==> config.mk <==
export PLATFORM = sky130hd
export DESIGN_NAME = dunc_core
export DESIGN_NICKNAME = d
export VERILOG_FILES = /design/src/rtl/dunc_core.sv
export SDC_FILE = /design/constraint.sdc
export NUM_CORES = 1
export LEC_CHECK = 0
export BUFFER_PORTS_ARGS = -buffer_cell sky130_fd_sc_hd__buf_2
export CAP_MARGIN = 20
export CELL_PAD_IN_SITES_DETAIL_PLACEMENT = 2
export CELL_PAD_IN_SITES_GLOBAL_PLACEMENT = 2
export CORE_ASPECT_RATIO = 2
export CORE_UTILIZATION = 30
export DETAILED_ROUTE_END_ITERATION = 12
export PLACE_DENSITY = 0.86
export SYNTH_ARGS = -nofsm -noshare
export SYNTH_HDL_FRONTEND = slang
export SYNTH_SLANG_ARGS = --single-unit
==> constraint.sdc <==
create_clock -name CLK -period 2.5 [get_ports CLK]
set_clock_uncertainty 0.2 [all_clocks]
set_input_delay 0.25 -clock CLK [delete_from_list [all_inputs] [get_ports CLK]]
set_output_delay 0.25 -clock CLK [all_outputs]
set_load 0.1 [all_outputs]
==> src/rtl/dunc_core.sv <==
// dunc_core: minimal accumulator CPU with a four-state instruction cycle.
//
// Each instruction passes T0 (fetch), T1 (decode), T2 (operand access) and
// T3 (execute / PC update). Memory is reached through a single
// request/acknowledge port; wait states are unbounded.
//
// Ports
//   CLK        clock, all state changes on its rising edge
//   RESET      synchronous active-high reset
//   MEM_REQ    memory access request
//   MEM_WE     1 = write, 0 = read (valid while MEM_REQ=1)
//   MEM_ADDR   access address
//   MEM_WDATA  write data (accumulator)
//   MEM_RDATA  read data, taken when MEM_REQ and MEM_ACK are both high
//   MEM_ACK    access complete
//   PC_OUT     program counter
//   AC_OUT     accumulator
//   IR_OUT     opcode of the current instruction
//   T_OUT      timing state (0..3)
//   FETCH      high in T0/T1
//   EXECUTE    high in T2/T3
//   CARRY      carry flag
//   HALTED     core stopped by HLT; only RESET restarts it
//
// Legal configurations need DATA_W >= ADDR_W + 4.
module dunc_core #(
  parameter int DATA_W   = 16,
  parameter int ADDR_W   = 12,
  parameter int RESET_PC = 0
) (
  input  logic              CLK,
  input  logic              RESET,
  output logic              MEM_REQ,
  output logic              MEM_WE,
  output logic [ADDR_W-1:0] MEM_ADDR,
  output logic [DATA_W-1:0] MEM_WDATA,
  input  logic [DATA_W-1:0] MEM_RDATA,
  input  logic              MEM_ACK,
  output logic [ADDR_W-1:0] PC_OUT,
  output logic [DATA_W-1:0] AC_OUT,
  output logic [3:0]        IR_OUT,
  output logic [1:0]        T_OUT,
  output logic              FETCH,
  output logic              EXECUTE,
  output logic              CARRY,
  output logic              HALTED
);

  localparam logic [3:0] OP_HLT = 4'd0;
  localparam logic [3:0] OP_LDA = 4'd1;
  localparam logic [3:0] OP_STA = 4'd2;
  localparam logic [3:0] OP_ADD = 4'd3;
  localparam logic [3:0] OP_SUB = 4'd4;
  localparam logic [3:0] OP_AND = 4'd5;
  localparam logic [3:0] OP_JMP = 4'd6;
  localparam logic [3:0] OP_JZ  = 4'd7;
  localparam logic [3:0] OP_JN  = 4'd8;

  localparam logic [ADDR_W-1:0] PC_ONE  = {{(ADDR_W-1){1'b0}}, 1'b1};
  localparam logic [DATA_W-1:0] AC_ZERO = {DATA_W{1'b0}};

  typedef enum logic [1:0] {
    T0 = 2'd0,
    T1 = 2'd1,
    T2 = 2'd2,
    T3 = 2'd3
  } tstate_e;

  // Opcodes that read their operand in T2.
  function automatic logic is_read_op(input logic [3:0] op);
    is_read_op = (op == OP_LDA) || (op == OP_ADD) || (op == OP_SUB) || (op == OP_AND);
  endfunction

  // Opcodes that touch memory in T2 (reads plus STA).
  function automatic logic is_mem_op(input logic [3:0] op);
    is_mem_op = is_read_op(op) || (op == OP_STA);
  endfunction

  tstate_e             t_q, t_d;
  logic [ADDR_W-1:0]   pc_q, pc_d;
  logic [DATA_W-1:0]   ac_q, ac_d;
  logic [DATA_W-1:0]   ir_q, ir_d;
  logic [DATA_W-1:0]   mdr_q, mdr_d;
  logic                carry_q, carry_d;
  logic                halted_q, halted_d;
  logic                req_q, req_d;
  logic                we_q, we_d;
  logic [ADDR_W-1:0]   addr_q, addr_d;
  logic [DATA_W-1:0]   wdata_q, wdata_d;

  logic [3:0]          op_s;
  logic [3:0]          op_next_s;
  logic [ADDR_W-1:0]   opnd_s;
  logic [ADDR_W-1:0]   opnd_next_s;
  logic [DATA_W:0]     sum_s;
  logic                ack_s;
  logic                unused_ir_s;

  assign op_s        = ir_q[DATA_W-1 -: 4];
  assign opnd_s      = ir_q[ADDR_W-1:0];
  assign op_next_s   = ir_d[DATA_W-1 -: 4];
  assign opnd_next_s = ir_d[ADDR_W-1:0];
  assign sum_s       = {1'b0, ac_q} + {1'b0, mdr_q};
  // An acknowledge only counts while this core is actually requesting.
  assign ack_s       = req_q & MEM_ACK;
  // Instruction bits between the operand and the opcode are ignored.
  assign unused_ir_s = ^ir_q;

  // Instruction sequencing, datapath and PC update.
  always_comb begin
    t_d      = t_q;
    pc_d     = pc_q;
    ac_d     = ac_q;
    ir_d     = ir_q;
    mdr_d    = mdr_q;
    carry_d  = carry_q;
    halted_d = halted_q;
    if (halted_q) begin
      t_d = t_q;
    end else begin
      case (t_q)
        T0: begin
          if (ack_s) begin
            ir_d = MEM_RDATA;
            t_d  = T1;
          end else begin
            t_d = T0;
          end
        end
        T1: t_d = T2;
        T2: begin
          if (is_mem_op(op_s)) begin
            if (ack_s) begin
              if (is_read_op(op_s)) begin
                mdr_d = MEM_RDATA;
              end else begin
                mdr_d = mdr_q;
              end
              t_d = T3;
            end else begin
              t_d = T2;
            end
          end else begin
            t_d = T3;
          end
        end
        T3: begin
          t_d  = T0;
          pc_d = pc_q + PC_ONE;
          case (op_s)
            OP_HLT: halted_d = 1'b1;
            OP_LDA: ac_d = mdr_q;
            OP_ADD: {carry_d, ac_d} = sum_s;
            OP_SUB: begin
              ac_d    = ac_q - mdr_q;
              carry_d = (ac_q >= mdr_q);
            end
            OP_AND: ac_d = ac_q & mdr_q;
            OP_JMP: pc_d = opnd_s;
            OP_JZ: begin
              if (ac_q == AC_ZERO) begin
                pc_d = opnd_s;
              end else begin
                pc_d = pc_q + PC_ONE;
              end
            end
            OP_JN: begin
              if (ac_q[DATA_W-1]) begin
                pc_d = opnd_s;
              end else begin
                pc_d = pc_q + PC_ONE;
              end
            end
            default: pc_d = pc_q + PC_ONE;
          endcase
        end
        default: t_d = T0;
      endcase
    end
  end

  // Bus outputs are registered from the next state so they stay frozen
  // for the whole wait period and drop the cycle after the acknowledge.
  always_comb begin
    req_d   = 1'b0;
    we_d    = 1'b0;
    addr_d  = addr_q;
    wdata_d = wdata_q;
    if (halted_d) begin
      req_d = 1'b0;
    end else begin
      case (t_d)
        T0: begin
          req_d  = 1'b1;
          addr_d = pc_d;
        end
        T2: begin
          if (is_mem_op(op_next_s)) begin
            req_d   = 1'b1;
            we_d    = (op_next_s == OP_STA);
            addr_d  = opnd_next_s;
            wdata_d = ac_d;
          end else begin
            req_d = 1'b0;
          end
        end
        default: req_d = 1'b0;
      endcase
    end
  end

  // State registers; reset abandons any outstanding access.
  always_ff @(posedge CLK) begin
    if (RESET) begin
      t_q      <= T0;
      pc_q     <= ADDR_W'(RESET_PC);
      ac_q     <= AC_ZERO;
      ir_q     <= {DATA_W{1'b0}};
      mdr_q    <= {DATA_W{1'b0}};
      carry_q  <= 1'b0;
      halted_q <= 1'b0;
      req_q    <= 1'b0;
      we_q     <= 1'b0;
      addr_q   <= {ADDR_W{1'b0}};
      wdata_q  <= {DATA_W{1'b0}};
    end else begin
      t_q      <= t_d;
      pc_q     <= pc_d;
      ac_q     <= ac_d;
      ir_q     <= ir_d;
      mdr_q    <= mdr_d;
      carry_q  <= carry_d;
      halted_q <= halted_d;
      req_q    <= req_d;
      we_q     <= we_d;
      addr_q   <= addr_d;
      wdata_q  <= wdata_d;
    end
  end

  assign MEM_REQ   = req_q;
  assign MEM_WE    = we_q;
  assign MEM_ADDR  = addr_q;
  assign MEM_WDATA = wdata_q;
  assign PC_OUT    = pc_q;
  assign AC_OUT    = ac_q;
  assign IR_OUT    = op_s;
  assign T_OUT     = t_q;
  assign FETCH     = ~t_q[1];
  assign EXECUTE   = t_q[1];
  assign CARRY     = carry_q;
  assign HALTED    = halted_q;

endmodule

After elaboration in Yosys (flattened, before gate mapping)
Index checks and enable logic that the tools add are counted.
Word-level totals
  register bits after elaboration: 94
  output and inout port bits: 68
  logic and storage cells: 84
Operators by class
  $add $sub $neg: 3
  order comparisons: 1
  eq/ne operators: 18
  muxes and demuxes: 24
  bitwise gates (word level): 7
  reduce and logical (&&, ||, !) cells: 20
Operator list (count)
  16-bit 2-to-1 mux: 5
  16-bit one-hot mux with 4 select lines: 1
  12-bit 2-to-1 mux: 5
  12-bit one-hot mux with 3 select lines: 1
  4-bit by 3-bit equality test with 1-bit output, second input constant: 6
  12-bit one-hot mux with 2 select lines: 1
  16-bit by 16-bit adder with 17-bit output: 1
  16-bit AND: 1
  4-bit by 2-bit equality test with 1-bit output, second input constant: 4
  16-bit greater-or-equal comparator: 1
  16-bit zero test: 1
  16-bit subtractor: 1
  12-bit by 1-bit adder with 12-bit output, second input constant: 1
  3-bit AND reduction: 3
  4-bit by 1-bit equality test with 1-bit output, second input constant: 2
  1-bit logical OR: 8
  2-bit one-hot mux with 4 select lines: 1
  2-bit equality test, second input constant: 3
  1-bit 2-to-1 mux: 6
  1-bit NOT: 5
  5-bit AND reduction: 1
  4-bit equality test, second input constant: 1
  2-bit zero test: 2
  4-bit zero test: 1
  8 further kinds: 11

Logic depth before layout (Yosys ltp)
Gate-level depths: netlist of the first run.
  depth after elaboration: 11
  gate-level depth with buffers: 11
  gate-level depth less buffers: 10

Worst setup path after synthesis of the first run
OpenSTA, ideal clock, no wires.
  kind: register to register
  from: register t_q[1], in the netlist T_OUT[1]
  to: register wdata_q[11], in the netlist MEM_WDATA[11]
  library setup time: 0.101 ns
  arrival: 3.699 ns
  required time: 2.199 ns
  path slack: -1.500 ns
  stages on the path, launching flop included: 11
  clock period less this slack: 4.000 ns
  path through: dfxtp_1 inv_1 ha_1 nand4b_1 clkbuf_1 a311o_2 nand3_4 nand2b_1 buf_2 buf_2 o41ai_1
On the way
  cells in the longest elaborated chain, start to end: 9
  elaborated cells between the ends (all ways): 24
Ends and longest elaborated chain
  start: declaration: line 79  | tstate_e t_q, t_d;
  start signal: assignment: line 227  | t_q <= t_d;
  2-bit zero test: line 121  | case (t_q)
  16-bit 2-to-1 mux: line 121
  16-bit 2-to-1 mux: line 118  | if (halted_q) begin
  4-bit by 1-bit equality test with 1-bit output / 4-bit by 2-bit equality test with 1-bit output (equally long branches): line 71  | is_read_op = (op == OP_LDA) || (op == OP_ADD) || (op == OP_SUB) || (op == OP_AND);
  1-bit logical OR (3 in series): line 71
  1-bit logical OR: line 76  | is_mem_op = is_read_op(op) || (op == OP_STA);
  3-bit AND reduction (no source line)
  end signal: assignment: line 225  | wdata_q <= {DATA_W{1'b0}};
  end signal: assignment: line 237  | wdata_q <= wdata_d;
  end: declaration: line 89  | logic [DATA_W-1:0] wdata_q, wdata_d;
Several ways; a longest one is shown, not always the timed one.
A chain may end at the register's enable or synchronous reset.

Final worst setup path of the first run
  from: register mdr_q[0]
  to: register wdata_q[12], in the netlist MEM_WDATA[12]
On the way
  cells in the longest elaborated chain, start to end: 4
  elaborated cells between the ends (all ways): 5
Ends and longest elaborated chain
  start: declaration: line 83  | logic [DATA_W-1:0] mdr_q, mdr_d;
  start signal: assignment: line 219  | mdr_q <= {DATA_W{1'b0}};
  start signal: assignment: line 231  | mdr_q <= mdr_d;
  16-bit subtractor / 16-bit by 16-bit adder with 17-bit output (equally long branches): line 155, 103
  16-bit one-hot mux with 4 select lines (*): line 150  | case (op_s)
  16-bit 2-to-1 mux (*): line 121
  16-bit 2-to-1 mux (*): line 118
Mark *: on every way between the ends. The rest lies on a longest branch, timed or not.

==> impl_metrics.env, run 1 <==
export IMPL_outcome="finished with violations"
export IMPL_violations="negative setup slack"
export IMPL_cts_sinks=94
export IMPL_crit_path_cell_trace="buf_6 -> ha_4 -> fa_2 -> nor2b_4 -> o21ai_4 -> nand3b_1 -> a311oi_4 -> buf_4 -> a221o_1 -> a21oi_2 -> o31ai_2"
export IMPL_cpPeakStageDelay_ns=0.48
export IMPL_required_ns=2.57
export IMPL_cts_root_to_sink_buffers=2
export IMPL_grt_setup_unrepaired="yes"
export IMPL_firstDrtPassIters=5
export IMPL_syn_cell_area_um2=6060
export IMPL_final_period_utilization_pct=128
export IMPL_worstPathArrival_ns=3.28
export IMPL_leakage_nw=4.32
export IMPL_htree_levels=3
export IMPL_crit_type="flop to flop"
export IMPL_worst_setup_hold_path_clk_slew_ns=0.08
export IMPL_r2r_end="MEM_WDATA[12]$_SDFFE_PP0P_"
export IMPL_detail_route_iter0_violations=847
export IMPL_ys_dominant_reg_cell="sky130_fd_sc_hd__dfxtp_1"
export IMPL_regArea_um2=1970
export IMPL_drt_drc_violations_left=0
export IMPL_avgSynthCellArea_um2=8.02
export IMPL_compound_gate_fraction_of_synth_area_pct=27.5
export IMPL_core_rowCount=73
export IMPL_worst_path_max_fanout=2
export IMPL_routed_via_count=9031
export IMPL_hold_ws_ns=0.0492
export IMPL_arithmetic_cell_share_of_the_synthesized_area_counting_full_adders_half_adders_and_majority_gates_pct=8.50
export IMPL_critical_path_source="mdr_q[0]$_SDFFE_PP0P_"
export IMPL_ir_drop_v=0.000611
export IMPL_clk_latency_ns=0.40
export IMPL_gp_congestion=0.949
export IMPL_grt_start_max_net_pins=71
export IMPL_worst_slew_pin_transition_ns=0.893
export IMPL_synth_simple_gate_area_share_pct=21.7
export IMPL_io_pins=87
export IMPL_vias_per_cell=6.95
export IMPL_seq_area_frac_synth_pct=31.0
export IMPL_timing_critical_path_slowest_stage_cell="sky130_fd_sc_hd__a311oi_4"
export IMPL_floorplan_die_height_um=203
export IMPL_filler_cell_count=2053
export IMPL_ff_latch_count_synth=94
export IMPL_numCtsBuffers=9
export IMPL_flow_area_growth_from_synthesis_pct=69.9
export IMPL_critical_path_endpoint_type="flop"
export IMPL_syn_nets=815
export IMPL_number_of_global_route_vias_before_repair=9958
export IMPL_final_layout_size_suffix_gt1_share_pct=53.5
export IMPL_cts_root_buf="sky130_fd_sc_hd__clkbuf_16"
export IMPL_synth_top_family_by_area="compound AO/OA/AOI/OAI gates"
export IMPL_initial_cell_density_of_the_core_pct=30.6
export IMPL_number_of_antenna_violations_at_the_first_check_in_global_routing=1
export IMPL_port_buffers=86
export IMPL_yosys_cell_types_count=73
export IMPL_die_area_um2=20800
export IMPL_die_w_um=103
export IMPL_highest_achievable_clock_rate_mhz=312
export IMPL_maxSlewHeadroom_pct=40.4
export IMPL_finalSetupViolCount=58
export IMPL_final_period_minus_worst_setup_slack_ns=3.21
export IMPL_globalRouteTotalUtil_pct=47.9
export IMPL_multi_input_gate_area_in_the_final_layout_um2=5080
export IMPL_reg2reg_from="mdr_q[0]$_SDFFE_PP0P_"
export IMPL_synth_edff_count=0
export IMPL_yosys_mux_area_fraction_pct=4.48
export IMPL_synthArstFlopShare_pct=0
export IMPL_drv_max_cap_violation_count=0
export IMPL_r2r_setup_slack_ns=-0.71
export IMPL_ff2ff_path_depth=11
export IMPL_post_syn_instances=756
export IMPL_post_route_worst_setup_slack_ns=-0.706
export IMPL_gr_total_overflow=0
export IMPL_worst_hold_path_type="input pin to flop"
export IMPL_timing_endpoint_of_the_critical_path="MEM_WDATA[12]$_SDFFE_PP0P_"
export IMPL_cts_tree="yes"
export IMPL_maxSlewViolCount=0
export IMPL_detail_route_wl_per_cell_um=40.5
export IMPL_power_per_cell_area_nw_per_um2=607
export IMPL_crit_path_launch_type="flop"
export IMPL_hold_viol_final=0
export IMPL_timing_setup_tns_ns=-21.57
export IMPL_yosysWarnings=0
export IMPL_ant_nets=0
export IMPL_post_synth_xor_area_fraction_pct=0.144
export IMPL_first_pass_grt_wire_length_um=70200
export IMPL_dp_hpwl_um=26000
export IMPL_wl_um=52700
export IMPL_core_um2=19800
export IMPL_n_antenna_cell=0
export IMPL_finalNetCount=1092
per-stage QoR:
stage	area [um2]	power (mW)	util, %	setup WS, ns	std cells
6_report	10300	6.25	52.0	-0.706	1300
5_1_grt	10300	6.27	52.0	-0.687	1300
4_1_cts	9620	5.60	48.6	-0.380	1281
3_5_place_dp	8210	3.90	41.4	-0.596	1223
3_3_place_gp	8210	3.78	41.4	-0.474	1223
2_1_floorplan	6370	2.96	-	-0.540	756
critical path: cells and delay by family, from the launching register on:
| family | cells | cell delay [ns] |
|---|---|---|
| flip-flops | 1 | 0.37 |
| AO/OA/AOI/OAI | 5 | 1.19 |
| buffers and inverters | 2 | 0.35 |
| adder cells (fa/ha/maj) | 2 | 0.56 |
| AND/OR/NAND/NOR | 2 | 0.40 |
kinds of logic (layout without fill, tap and decap cells):
logic type | after synthesis | after routing
compound gates | 238 | 238
xor+xnor | 1 | 1
fa+ha+maj | 40 | 40
buf+inv | 96 | 378
flops | 94 | 94
mux | 27 | 27
simple gates | 260 | 260
metal layers:
layer | up-vias | share of wire, % | wire length [um] | GRT usage, %
met5 | - | 0 | 0 | 3.33
met4 | 0 | 13 | 6880 | 47.2
met3 | 472 | 8.9 | 4670 | 16.7
met2 | 813 | 47 | 24700 | 77.5
met1 | 4393 | 31 | 16400 | 44.8
li1 | 3353 | - | - | -
cells in the final DEF, fill, tap and decap left out, drive strengths merged, types with 8 or more instances in the layout:
master / synthesis / layout
a211oi: 8 / 8
a21o: 9 / 9
a21oi: 58 / 58
a221o: 13 / 13
a31oi: 14 / 14
a32oi: 9 / 9
and3: 11 / 11
buf: 21 / 318
clkbuf: 36 / 12
dfxtp: 94 / 94
ha: 38 / 38
inv: 39 / 41
mux2i: 26 / 26
nand2: 60 / 60
nand2b: 10 / 10
nand3: 24 / 24
nor2: 77 / 77
nor3: 19 / 19
nor4: 10 / 10
o21ai: 43 / 43
o41ai: 8 / 8
or3: 8 / 8
area by class of cell:
cell class                 instances  share of cell area [%]
tap                              262                    3.18
inverter                          39                    1.51
multi-input combinational        566                    49.4
clock inverter                     4                   0.279
clock buffer                      12                    2.39
sequential                        94                    19.1
timing repair buffer             323                    24.2
synthesized netlist by cell type (8+ instances only):
| master | instances | area (um2) |
|---|---|---|
| sky130_fd_sc_hd__o21ai_0 | 36 | 180 |
| sky130_fd_sc_hd__a21o_1 | 9 | 67.6 |
| sky130_fd_sc_hd__a31oi_1 | 14 | 87.6 |
| sky130_fd_sc_hd__a21oi_1 | 57 | 285 |
| sky130_fd_sc_hd__dfxtp_1 | 94 | 1880 |
| sky130_fd_sc_hd__ha_1 | 38 | 475 |
| sky130_fd_sc_hd__a32oi_1 | 9 | 78.8 |
| sky130_fd_sc_hd__nand2b_1 | 10 | 62.6 |
| sky130_fd_sc_hd__nor3_1 | 19 | 95.1 |
| sky130_fd_sc_hd__buf_2 | 14 | 70.1 |
| sky130_fd_sc_hd__nor4_1 | 8 | 50.1 |
| sky130_fd_sc_hd__a211oi_1 | 8 | 60.1 |
| sky130_fd_sc_hd__and3_1 | 11 | 68.8 |
| sky130_fd_sc_hd__clkbuf_1 | 36 | 135 |
| sky130_fd_sc_hd__nand3_1 | 23 | 115 |
| sky130_fd_sc_hd__nand2_1 | 60 | 225 |
| sky130_fd_sc_hd__nor2_1 | 77 | 289 |
| sky130_fd_sc_hd__a221o_1 | 13 | 130 |
| sky130_fd_sc_hd__inv_1 | 39 | 146 |
| sky130_fd_sc_hd__mux2i_1 | 26 | 260 |
| sky130_fd_sc_hd__or3_1 | 8 | 50.1 |
worst min-delay path by stage:
stage / slack [ns] / depth (start not counted) / from / endpoint
after floorplan: 0.19 / 2 / MEM_RDATA[12] / ir_q[12]$_SDFF_PP0_
after global placement: 0.24 / 2 / MEM_WDATA[3]$_SDFFE_PP0P_ / MEM_WDATA[3]$_SDFFE_PP0P_
after detailed placement: 0.27 / 2 / MEM_WDATA[2]$_SDFFE_PP0P_ / MEM_WDATA[2]$_SDFFE_PP0P_
after CTS: 0.004 / 3 / MEM_RDATA[2] / ir_q[2]$_SDFF_PP0_
after global routing: 0.05 / 3 / MEM_RDATA[2] / ir_q[2]$_SDFF_PP0_
final: 0.05 / 3 / MEM_RDATA[9] / mdr_q[9]$_SDFFE_PP0P_
flip-flops by register name, summed over array words and instances, names as in the netlist:
register	count
AC_OUT	16
CARRY	1
mdr_q	16
MEM_WDATA	16
MEM_WE	1
HALTED	1
PC_OUT	12
MEM_ADDR	12
ir_q	16
MEM_REQ	1
T_OUT	2
where the power goes:
group          switching (mW)  leakage, nW  internal [mW]
Clock                   0.746        0.138          0.712
Sequential             0.0990        0.780           1.57
Combinational            2.09         3.40           1.03
timing repair:
action | in CTS | in global routing
resized for setup | 170 | 120
gates cloned | 3 | 0
endpoints found under the setup margin | 55 | 56
pin swaps | 102 | 63
endpoints found under the hold margin | 5 | 0
setup buffers | 42 | 25
hold buffers | 5 | 0
Note: power is estimated with default switching activity, not from simulation.
==> inputs of run 2 (changes only) <==
Settings changed: PLACE_DENSITY 0.86 to 0.83.
Clock period 2.5 ns to 4.1 ns, I/O delays scaled along.
==> impl_metrics.env, run 2 (same netlist as run 1, synthesis figures left out) <==
export IMPL_timing_setup_tns_ns=0
export IMPL_leakage_nw=2.95
export IMPL_worst_path_max_fanout=5
export IMPL_clock_power_share_pct=31.4
export IMPL_outcome="complete, no violations"
export IMPL_floorplan_die_height_um=203
export IMPL_firstDrtPassIters=4
export IMPL_cts_tree="yes"
export IMPL_finalSetupViolCount=0
export IMPL_wl_um=26100
export IMPL_cts_root_buf="sky130_fd_sc_hd__clkbuf_16"
export IMPL_p_sw_mw=1.27
export IMPL_ant_nets=0
export IMPL_hold_viol_final=0
export IMPL_critical_path_endpoint_type="flop"
export IMPL_number_of_instances_in_the_placed_design=1065
export IMPL_flow_area_growth_from_synthesis_pct=16.0
export IMPL_dp_hpwl_um=19900
export IMPL_grt_start_max_net_pins=71
export IMPL_io_pins=87
export IMPL_port_buffers=86
export IMPL_die_area_um2=20800
export IMPL_crit_path_launch_type="flop"
export IMPL_gp_congestion=0.934
export IMPL_p_comb_share_pct=34.0
export IMPL_globalRouteTotalUtil_pct=26.2
export IMPL_maxSlewHeadroom_pct=21.1
export IMPL_first_pass_grt_wire_length_um=40300
export IMPL_critical_path_source="AC_OUT[0]$_SDFF_PP0_"
export IMPL_cts_hold_buffers_added=0
export IMPL_worstPathArrival_ns=3.71
export IMPL_number_of_antenna_violations_at_the_first_check_in_global_routing=0
export IMPL_numCtsBuffers=9
export IMPL_power_per_cell_area_nw_per_um2=422
export IMPL_detail_route_wl_per_cell_um=24.1
export IMPL_highest_achievable_clock_rate_mhz=276
export IMPL_worst_hold_path_type="input pin to flop"
export IMPL_worst_setup_hold_path_clk_slew_ns=0.08
export IMPL_initial_cell_density_of_the_core_pct=30.6
export IMPL_grt_setup_unrepaired="no"
export IMPL_final_period_utilization_pct=88.4
export IMPL_maxSlewViolCount=0
export IMPL_final_period_minus_worst_setup_slack_ns=3.63
export IMPL_r2r_end="MEM_WDATA[14]$_SDFFE_PP0P_"
export IMPL_number_of_global_route_vias_before_repair=7074
export IMPL_required_ns=4.18
export IMPL_clk_latency_ns=0.37
export IMPL_cts_resized=0
export IMPL_cts_sinks=94
export IMPL_most_common_layout_cells="sky130_fd_sc_hd__dfxtp_1, sky130_fd_sc_hd__buf_2, sky130_fd_sc_hd__nor2_1"
export IMPL_worst_slew_pin_transition_ns=1.18
export IMPL_n_antenna_cell=0
export IMPL_ir_drop_v=0.000259
export IMPL_reg2reg_from="AC_OUT[0]$_SDFF_PP0_"
export IMPL_die_w_um=103
export IMPL_cell_internal_pwr_mw=1.70
export IMPL_core_rowCount=73
export IMPL_netSwitchingFraction_pct=42.7
export IMPL_vias_per_cell=5.92
export IMPL_filler_cell_count=2305
export IMPL_sequential_group_share_of_total_power_pct=34.6
export IMPL_core_um2=19800
export IMPL_detail_route_iter0_violations=189
export IMPL_routed_via_count=6400
export IMPL_r2r_setup_slack_ns=0.47
export IMPL_final_cells=1081
export IMPL_gr_total_overflow=0
export IMPL_drt_drc_violations_left=0
export IMPL_htree_levels=3
export IMPL_most_frequent_standard_cell_in_the_layout_excluding_fill_and_tap_cells="sky130_fd_sc_hd__dfxtp_1"
export IMPL_final_layout_size_suffix_gt1_share_pct=16.7
export IMPL_ff2ff_path_depth=9
export IMPL_finalNetCount=873
export IMPL_drv_max_cap_violation_count=0
export IMPL_timing_endpoint_of_the_critical_path="MEM_WDATA[14]$_SDFFE_PP0P_"
export IMPL_crit_type="flop to flop"
export IMPL_fin_total_pwr_mw=2.96
export IMPL_cts_root_to_sink_buffers=2
export IMPL_cts_setup_buffers=0
## run 2: cell count changes in the layout (fill, tap and decap cells not counted), sizes merged
cell,delta
dlygate4sd3,-5
inv,-1
clkinv,+1
bufinv,+1
buf,-214
clkinvlp,-1
## run 2: worst max-delay path: stages (launching register included)
cell and delay, ns:
sky130_fd_sc_hd__dfxtp_1 0.36, sky130_fd_sc_hd__ha_1 0.26, sky130_fd_sc_hd__fa_1 0.44, sky130_fd_sc_hd__nor2b_1 0.16, sky130_fd_sc_hd__o21ai_0 0.46, sky130_fd_sc_hd__nand3b_1 0.32, sky130_fd_sc_hd__a311oi_1 0.60, sky130_fd_sc_hd__o31ai_1 0.19
sky130_fd_sc_hd__mux2_2 0.32, sky130_fd_sc_hd__o31ai_1 0.22
## run 2: how the worst min path moves through the flow
stage                                          from                   endpoint  slack [ns]  cells after the start
after floorplan                 ir_q[11]$_SDFF_PP0_        ir_q[11]$_SDFF_PP0_        0.25                      2
after global placement    MEM_WDATA[3]$_SDFFE_PP0P_  MEM_WDATA[3]$_SDFFE_PP0P_        0.24                      2
after detailed placement  MEM_WDATA[1]$_SDFFE_PP0P_  MEM_WDATA[1]$_SDFFE_PP0P_        0.25                      2
after CTS                              MEM_RDATA[2]      mdr_q[2]$_SDFFE_PP0P_        0.11                      3
after global routing                   MEM_RDATA[9]      mdr_q[9]$_SDFFE_PP0P_        0.15                      3
final                                  MEM_RDATA[2]      mdr_q[2]$_SDFFE_PP0P_        0.12                      3
## run 2: area by class of cell
class	instances	area [um2]	share of cell area (%)
tap	262	328	4.66
clock inverter	4	52.6	0.747
sequential	94	1880	26.8
clock buffer	12	267	3.79
inverter	39	146	2.08
timing repair buffer	104	566	8.04
multi-input combinational	566	3790	53.9
## run 2: power groups by stage
stage	combinational [mW]	sequential [mW]	clock, mW
after global placement	0.974	1.04	0
final	1.01	1.03	0.929
after CTS	1.01	1.03	0.949
after floorplan	0.553	1.19	0
after global routing	1.06	1.03	0.980
after detailed placement	0.996	1.05	0
## run 2: metrics by stage
stage	cell area [um2]	util (%)	setup slack, ns	hold WS (ns)
floorplan	6060	-	0.100	0.254
global placement	6710	33.9	0.735	0.242
detailed placement	6710	33.9	0.646	0.254
CTS	7030	35.5	0.610	0.113
global route	7030	35.5	0.434	0.152
finish	7030	35.5	0.475	0.121
## run 2: routing by layer
metal,vias to the layer above,GRT usage [%],share of wire (%)
met5,-,0,0
met1,3225,24.9,34
met2,177,50.3,57
li1,2916,-,-
met3,82,3.37,2.8
met4,0,16.7,6.0
==> inputs of run 3 (changes only) <==
Settings changed: CORE_UTILIZATION 30 to 37, PLACE_DENSITY 0.83 to 0.95.
==> impl_metrics.env, run 3 (same netlist as run 1, synthesis figures left out) <==
export IMPL_outcome="complete, no violations"
export IMPL_power_per_cell_area_nw_per_um2=433
export IMPL_final_period_utilization_pct=93.5
export IMPL_final_period_minus_worst_setup_slack_ns=3.83
export IMPL_crit_path_cell_trace="inv_1 -> ha_1 -> nand4b_1 -> buf_4 -> a2111oi_2 -> a311o_2 -> nand3_4 -> nor2_1 -> buf_4 -> o211ai_1 -> a21oi_1"
export IMPL_clk_latency_ns=0.38
export IMPL_r2r_end="MEM_WDATA[1]$_SDFFE_PP0P_"
export IMPL_globalRouteTotalUtil_pct=37.1
export IMPL_ff2ff_path_depth=11
export IMPL_core_rowCount=65
export IMPL_numCtsBuffers=9
export IMPL_gr_total_overflow=0
export IMPL_grt_start_max_net_pins=71
export IMPL_flow_area_growth_from_synthesis_pct=14.9
export IMPL_vias_per_cell=6.77
export IMPL_most_frequent_standard_cell_in_the_layout_excluding_fill_and_tap_cells="sky130_fd_sc_hd__dfxtp_1"
export IMPL_crit_type="flop to flop"
export IMPL_finalSetupViolCount=0
export IMPL_ir_drop_v=0.000335
export IMPL_number_of_global_route_vias_before_repair=7782
export IMPL_worst_path_max_fanout=20
export IMPL_gp_congestion=0.963
export IMPL_holdCritStartpoint="MEM_RDATA[3]"
export IMPL_n_antenna_cell=0
export IMPL_cell_depth_of_the_worst_min_delay_path=3
export IMPL_cts_sinks=94
export IMPL_cts_root_buf="sky130_fd_sc_hd__clkbuf_16"
export IMPL_finalCoreUtilization_pct=43.9
export IMPL_wl_um=30900
export IMPL_io_pins=87
export IMPL_drv_max_cap_violation_count=0
export IMPL_timing_setup_tns_ns=0
export IMPL_routed_via_count=6929
export IMPL_timing_critical_path_slowest_stage_cell="sky130_fd_sc_hd__a2111oi_2"
export IMPL_worstPathArrival_ns=3.91
export IMPL_die_w_um=92.5
export IMPL_number_of_antenna_violations_at_the_first_check_in_global_routing=0
export IMPL_crit_path_launch_type="flop"
export IMPL_cts_hold_buffers_added=0
export IMPL_cpPeakStageDelay_ns=0.76
export IMPL_hold_viol_final=0
export IMPL_firstDrtPassIters=5
export IMPL_critical_path_endpoint_type="flop"
export IMPL_final_layout_size_suffix_gt1_share_pct=17.0
export IMPL_leakage_nw=2.95
export IMPL_htree_levels=3
export IMPL_ant_nets=0
export IMPL_cts_root_to_sink_buffers=2
export IMPL_worst_slew_pin_transition_ns=1.08
export IMPL_crit_path_frequent_cell="sky130_fd_sc_hd__buf_4"
export IMPL_grt_setup_unrepaired="no"
export IMPL_drt_drc_violations_left=0
export IMPL_die_area_um2=16900
export IMPL_cts_tree="yes"
export IMPL_dp_hpwl_um=20700
export IMPL_holdPathEnd="ir_q[3]$_SDFF_PP0_"
export IMPL_maxSlewViolCount=0
export IMPL_port_buffers=86
export IMPL_required_ns=4.18
export IMPL_floorplan_die_height_um=183
export IMPL_maxSlewHeadroom_pct=28.1
export IMPL_core_um2=15900
export IMPL_first_pass_grt_wire_length_um=46400
export IMPL_highest_achievable_clock_rate_mhz=261
export IMPL_reg2reg_from="T_OUT[1]$_SDFF_PP0_"
export IMPL_r2r_setup_slack_ns=0.27
export IMPL_worst_setup_hold_path_clk_slew_ns=0.07
export IMPL_detail_route_iter0_violations=491
export IMPL_detail_route_wl_per_cell_um=30.1
export IMPL_initial_cell_density_of_the_core_pct=38.2
export IMPL_worst_hold_path_type="input pin to flop"
export IMPL_finalNetCount=877
export IMPL_most_common_layout_cells="sky130_fd_sc_hd__dfxtp_1, sky130_fd_sc_hd__buf_2, sky130_fd_sc_hd__nor2_1"
-- run 3: cell count changes in the layout (fill, tap and decap cells not counted), sizes merged --
| cell | before | now |
|---|---|---|
| buf | 104 | 108 |
| clkbuf | 12 | 11 |
| clkinv | 2 | 3 |
-- run 3: per-stage QoR --
| stage | worst slack [ns] | hold WS [ns] | instance area, um2 | total power, mW | std cells |
|---|---|---|---|---|---|
| 3_5_place_dp | 0.161 | 0.262 | 6650 | 2.07 | 1006 |
| 4_1_cts | 0.149 | 0.135 | 6940 | 2.98 | 1022 |
| 2_1_floorplan | 0.100 | 0.254 | 6060 | 1.74 | 756 |
| 3_3_place_gp | 0.536 | 0.241 | 6650 | 2.02 | 1006 |
| 5_1_grt | 0.257 | 0.164 | 6970 | 3.09 | 1024 |
| 6_report | 0.268 | 0.139 | 6970 | 3.02 | 1024 |
-- run 3: worst max path at each step --
stage / start / to / slack [ns]
finish: T_OUT[1]$_SDFF_PP0_ / MEM_WDATA[1]$_SDFFE_PP0P_ / 0.27
global route: AC_OUT[0]$_SDFF_PP0_ / MEM_WDATA[14]$_SDFFE_PP0P_ / 0.26
CTS: T_OUT[1]$_SDFF_PP0_ / MEM_WDATA[1]$_SDFFE_PP0P_ / 0.15
floorplan: T_OUT[1]$_SDFF_PP0_ / MEM_WDATA[11]$_SDFFE_PP0P_ / 0.10
global placement: T_OUT[1]$_SDFF_PP0_ / MEM_WDATA[14]$_SDFFE_PP0P_ / 0.54
detailed placement: T_OUT[1]$_SDFF_PP0_ / MEM_WDATA[14]$_SDFFE_PP0P_ / 0.16
-- run 3: routing by layer --
metal	GRT usage [%]	wire length [um]	vias up
li1	-	-	2922
met1	34.0	10000	3415
met2	65.0	15900	383
met3	8.08	1840	209
met4	37.2	3110	0
met5	0	0	-
-- run 3: where the power goes --
group / total (mW) / switching, mW / internal [mW]
Combinational: 1.09 / 0.865 / 0.225
Clock: 0.904 / 0.427 / 0.476
Sequential: 1.03 / 0.0632 / 0.962
-- run 3: area by class of cell --
cell class	instances	area (um2)
clock buffer	11	233
clock inverter	5	57.6
fill	1814	8890
inverter	39	146
multi-input combinational	566	3800
sequential	94	1880
tap	201	251
timing repair buffer	108	599
-- run 3: repair_timing --
action                                  in CTS  in global routing
setup buffers                                0                  0
endpoints found under the setup margin      10                  1
hold endpoints to repair                     0                  0
resized for setup                            1                  1
gates cloned                                 0                  0
-- run 3: critical path: cells and delay by family, from the launching register on --
| family | cells | cell delay (ns) |
|---|---|---|
| buf+inv | 3 | 0.73 |
| flops | 1 | 0.37 |
| compound gates | 4 | 1.38 |
| simple gates | 3 | 0.85 |
| fa+ha+maj | 1 | 0.18 |
